### config.mk
export PLATFORM = sky130hd
export DESIGN_NAME = bank_stream_mux
export DESIGN_NICKNAME = d
export VERILOG_FILES = /design/src/rtl/bank_stream_mux.sv
export SDC_FILE = /design/constraint.sdc
export NUM_CORES = 1
export LEC_CHECK = 0
export CORE_AREA = 3 3 603 605
export CTS_BUF_LIST = sky130_fd_sc_hd__clkbuf_16
export DETAILED_ROUTE_END_ITERATION = 10
export DIE_AREA = 0 0 606 608
export GPL_ROUTABILITY_DRIVEN = 0
export SLEW_MARGIN = 20
export SYNTH_ARGS = -nofsm -noshare
export SYNTH_HDL_FRONTEND = slang
export SYNTH_SLANG_ARGS = --single-unit
### constraint.sdc
create_clock -name clk -period 2.3 [get_ports clk]
set_input_delay 0.69 -clock clk [delete_from_list [all_inputs] [get_ports clk]]
set_output_delay 0.69 -clock clk [all_outputs]
set_load 0.01 [all_outputs]
### src/rtl/bank_stream_mux.sv
// Routes one of NUM_SRC lane banks onto a registered valid/ready stream, switching banks only between packets.
// Optional packet counter is built when BANK_STREAM_MUX_PKT_CNT_EN is defined.
module bank_stream_mux #(
  parameter int WIDTH   = 32,
  parameter int LANES   = 16,
  parameter int NUM_SRC = 2,
  parameter int SEL_W   = 1
) (
  input  logic                           clk,
  input  logic                           rst,
  input  logic [NUM_SRC*LANES*WIDTH-1:0] in_data,
  input  logic [NUM_SRC-1:0]             in_valid,
  input  logic [NUM_SRC-1:0]             in_last,
  output logic [NUM_SRC-1:0]             in_ready,
  input  logic [SEL_W-1:0]               sel_req,
  input  logic                           sel_req_valid,
  output logic                           sel_req_ready,
  output logic [SEL_W-1:0]               sel_cur,
  output logic                           sel_err,
  output logic [LANES*WIDTH-1:0]         out_data,
  output logic                           out_valid,
  output logic                           out_last,
  input  logic                           out_ready,
  output logic [15:0]                    pkt_count
);

  localparam int BEAT_W = LANES * WIDTH;

  typedef enum logic [1:0] {IDLE, BUSY, SWITCH} state_e;

  state_e              state_q, state_d;
  logic [SEL_W-1:0]    selCur_q, pendSel_q;
  logic                pendValid_q;
  logic                selErr_q;
  logic [BEAT_W-1:0]   outData_q;
  logic                outValid_q, outLast_q;

  logic [BEAT_W-1:0]   curData;
  logic                curValid, curLast;
  logic                reqFire, reqOob, newPend, pendAny;
  logic                outFree, readyCur, accept, switchDone;

  // Pick the currently routed bank's beat and handshake bits
  always_comb begin
    curData  = '0;
    curValid = 1'b0;
    curLast  = 1'b0;
    for (int s = 0; s < NUM_SRC; s++) begin
      if (selCur_q == SEL_W'(s)) begin
        curData  = in_data[s*BEAT_W +: BEAT_W];
        curValid = in_valid[s];
        curLast  = in_last[s];
      end
    end
  end

  assign reqFire = sel_req_valid & ~pendValid_q;
  assign reqOob  = 32'(sel_req) >= 32'(NUM_SRC);
  assign newPend = reqFire & ~reqOob & (sel_req != selCur_q);
  // A request arriving with the last beat must still block the old bank next cycle
  assign pendAny = pendValid_q | newPend;

  always_ff @(posedge clk) begin
    if (rst) state_q <= IDLE;
    else     state_q <= state_d;
  end

  always_comb begin
    state_d = state_q;
    case (state_q)
      IDLE: begin
        if (accept && !curLast) state_d = BUSY;
        else if (pendAny)       state_d = SWITCH;
      end
      BUSY: begin
        if (accept && curLast) state_d = pendAny ? SWITCH : IDLE;
      end
      SWITCH: begin
        if (outFree) state_d = IDLE;
      end
      default: state_d = IDLE;
    endcase
  end

  always_comb begin
    outFree    = ~outValid_q | out_ready;
    readyCur   = outFree & (state_q != SWITCH);
    accept     = curValid & readyCur;
    switchDone = (state_q == SWITCH) & outFree;
    in_ready   = '0;
    for (int s = 0; s < NUM_SRC; s++) begin
      if (selCur_q == SEL_W'(s)) in_ready[s] = readyCur;
    end
  end

  always_ff @(posedge clk) begin
    if (rst) begin
      outData_q   <= '0;
      outValid_q  <= 1'b0;
      outLast_q   <= 1'b0;
      selCur_q    <= '0;
      pendSel_q   <= '0;
      pendValid_q <= 1'b0;
      selErr_q    <= 1'b0;
    end else begin
      if (accept) begin
        outData_q  <= curData;
        outLast_q  <= curLast;
        outValid_q <= 1'b1;
      end else if (out_ready) begin
        outValid_q <= 1'b0;
      end
      selErr_q <= reqFire & reqOob;
      if (switchDone) begin
        selCur_q    <= pendSel_q;
        pendValid_q <= 1'b0;
      end else if (newPend) begin
        pendSel_q   <= sel_req;
        pendValid_q <= 1'b1;
      end
    end
  end

`ifdef BANK_STREAM_MUX_PKT_CNT_EN
  logic [15:0] pktCount_q;

  always_ff @(posedge clk) begin
    if (rst)                                pktCount_q <= '0;
    else if (outValid_q & out_ready & outLast_q) pktCount_q <= pktCount_q + 16'd1;
  end

  assign pkt_count = pktCount_q;
`else
  assign pkt_count = '0;
`endif

  assign sel_req_ready = ~pendValid_q;
  assign sel_cur       = selCur_q;
  assign sel_err       = selErr_q;
  assign out_data      = outData_q;
  assign out_valid     = outValid_q;
  assign out_last      = outLast_q;

endmodule

==> flow_metrics.env <==
export IMPL_grt_pass1_vias=24260
export IMPL_path_cells="clkdlybuf4s50_1 -> nor2b_4 -> buf_6 -> nor3b_2 -> buf_4"
export IMPL_cts_root_buf="clkbuf_16"
export IMPL_arrival_ns=1.76
export IMPL_ys_seq_area_share_pct=44.7
export IMPL_finClkSkew_ns=0.0388
export IMPL_yosys_top_cells_area="dfxtp_1, mux2i_1, a211oi_1"
export IMPL_die_x_um=606
export IMPL_synth_top_area_share_pct=44.7
export IMPL_design_area_um2=47500
export IMPL_wire_per_inst_um=33.2
export IMPL_finalHoldViolations=0
export IMPL_grt_total_usage_pct=15.0
export IMPL_hp_class="reg -> reg"
export IMPL_via_per_inst=3.00
export IMPL_critical_path_class="in -> out"
export IMPL_dp_final_hpwl_um=263000
export IMPL_clock_latency_ns=0.77
export IMPL_period_share_pct=107
export IMPL_worst_slack_ns=-0.152
export IMPL_status="complete, but fails checks"
export IMPL_num_rows=220
export IMPL_dp_slack_ns=-0.919
export IMPL_slew_violations=0
export IMPL_drt_iter0_drc=1821
export IMPL_grt_max_degree=100
export IMPL_routed_via_count=26370
export IMPL_fillCellCount=40804
export IMPL_yosys_register_bits=519
export IMPL_start_kind="input pin"
export IMPL_dpl_cell_area_um2=44800
export IMPL_cts_buffers=73
export IMPL_slew_headroom_pct=50.0
export IMPL_die_height_um=608
export IMPL_setup_violations_final=2
export IMPL_critPathMaxFanout=4
export IMPL_drcViolationCount=0
export IMPL_cap_violations=0
export IMPL_ys_warn_count=0
export IMPL_tns_ns=-0.286
export IMPL_cpMaxStageDelayCell="clkdlybuf4s50_1"
export IMPL_core_area_um2=359000
export IMPL_die_area_um2=368000
export IMPL_overflow=0
export IMPL_drt_pre_antenna_iters=6
export IMPL_start_util_pct=6.48
export IMPL_regArea_um2=10400
export IMPL_netlist_area_um2=23200
export IMPL_syn_to_final_growth_pct=104
export IMPL_avgSynthCellArea_um2=9.95
export IMPL_min_period_ns=2.45
export IMPL_port_buffers=1550
export IMPL_antenna_found_initial=308
export IMPL_ant_nets=0
export IMPL_htreeDepth=3
export IMPL_cp_required_ns=1.61
export IMPL_clkSinkCount=519
export IMPL_post_route_cells_drive_above_1_share_pct=16.6
export IMPL_grt_pass1_wl_um=341000
export IMPL_powerDensity_nw_per_um2=654
export IMPL_leakagePower_nw=16.1
export IMPL_cp_slowest_stage_delay_ns=0.52
export IMPL_max_freq_ghz=0.408
export IMPL_worst_slew_pin_slew_ns=0.750
export IMPL_path_buf_inv=3
export IMPL_num_io_pins=1568
export IMPL_wl_um=291000
export IMPL_multi_input_area_um2=11700
export IMPL_p_total_mw=31.1
export IMPL_vdd_drop_max_v=0.000451
export IMPL_violations="setup timing"
export IMPL_synth_cells=2336
export IMPL_cts_tree="yes"
export IMPL_end_kind="primary output"
export IMPL_cts_max_path_buffers=4
export IMPL_clkTransAtPathRegs_ns=0.06
export IMPL_synth_largest_area_cell="dfxtp_1"
export IMPL_synthDistinctLibCells=24
export IMPL_nets=4928
export IMPL_critPathTopFamily="buffers and inverters"
export IMPL_rsz0062_at_grt="true"
==> placed cells by master (no fill, tap or decap), types with 43 or more instances in the layout <==
| cell type | count |
|---|---|
| buf_12 | 43 |
| a211oi_2 | 103 |
| dlygate4sd2_1 | 218 |
| nor2_1 | 517 |
| clkbuf_16 | 79 |
| clkdlybuf4s50_1 | 1031 |
| buf_4 | 259 |
| dfxtp_1 | 515 |
| clkdlybuf4s15_2 | 106 |
| diode_2 | 70 |
| a211oi_1 | 411 |
| mux2i_1 | 514 |
==> cell families after synthesis <==
kind of cell / count (synthesis) / synth area share (%)
XOR/XNOR: 1 / 0.0377
AND/OR/NAND/NOR: 532 / 8.72
multiplexers: 515 / 22.2
AO/OA/AOI/OAI: 519 / 18.9
flip-flops: 519 / 44.7
other: 1 / 0.0161
buffers and inverters: 249 / 5.45
==> tightest hold or removal path: stages, from the launching register on <==
cell and delay, ns:
dfxtp_1 0.32, nand2_1 0.06, a21oi_1 0.06
==> flip-flops by register name (all words and copies together) (netlist names) <==
| signal | cells |
|---|---|
| out_last | 1 |
| state_q | 2 |
| pendValid_q | 1 |
| pendSel_q | 1 |
| out_data | 512 |
| out_valid | 1 |
| sel_cur | 1 |
==> repair_timing <==
| item | CTS | global route |
|---|---|---|
| setup endpoints to repair | 641 | 22 |
| gates resized for setup | 622 | 28 |
| buffers inserted | 4 | 10 |
| hold buffers | 0 | 0 |
| pin swaps | 2 | 2 |
| endpoints found under the hold margin | 0 | 0 |
| gates cloned | 1 | 5 |
==> cells in the mapped netlist <==
cell type  count
buf_4         42
inv_1          2
nor4bb_1       1
o21ai_0        2
nor2_1       517
buf_6          1
mux2i_1      515
nand2_1        3
a211oi_1     414
a211oi_2     100
nor2b_1        3
dfxtp_1      519
and2_1         1
xor2_1         1
nor3_1         4
nand3_1        1
buf_1          1
a31oi_1        1
nor3b_1        1
a21oi_1        2
conb_1         1
buf_2        134
nand2b_1       1
clkbuf_1      69
==> where the power goes <==
group	internal, mW	leakage, nW	switching (mW)	total (mW)
combinational	4.14	10.7	5.14	9.28
sequential	10.0	4.31	0.597	10.6
clock	6.38	1.10	4.81	11.2
==> path summary, 6_finish.rpt <==
check / startpoint / end / slack [ns] / cells after the start
worst max register to register: sel_cur / out_data[115] / 0.03 / 7
worst min-delay path: pendSel_q / sel_cur / 0.49 / 2
worst min register to register: pendSel_q / sel_cur / 0.49 / 2
worst max-delay path: out_ready / in_ready[1] / -0.15 / 5
==> metal layers <==
| layer | track usage [%] | vias up | wire length, µm |
|---|---|---|---|
| li1 | - | 11687 | - |
| met1 | 15.2 | 12134 | 101000 |
| met2 | 25.2 | 1697 | 138000 |
| met3 | 9.80 | 682 | 41900 |
| met4 | 4.12 | 170 | 9340 |
| met5 | 0.300 | - | 1250 |
==> through the flow <==
stage / cells / hold WS, ns / utilization (%)
CTS: 8694 / 0.433 / 13.1
detailed placement: 8573 / 0.462 / 12.5
floorplan: 2352 / 0.434 / -
global placement: 8573 / 0.462 / 12.5
global route: 8753 / 0.511 / 13.2
finish: 8779 / 0.491 / 13.2
==> cell type report <==
type                       instances  area share (%)
inverter                           2          0.0158
antenna                           70           0.369
clock inverter                    42           0.775
clock buffer                      74            3.90
multi-input combinational       1584            24.6
sequential                       519            21.9
tap                             4773            12.6
timing repair buffer            1715            35.8
(Power assumes the default switching activity.)
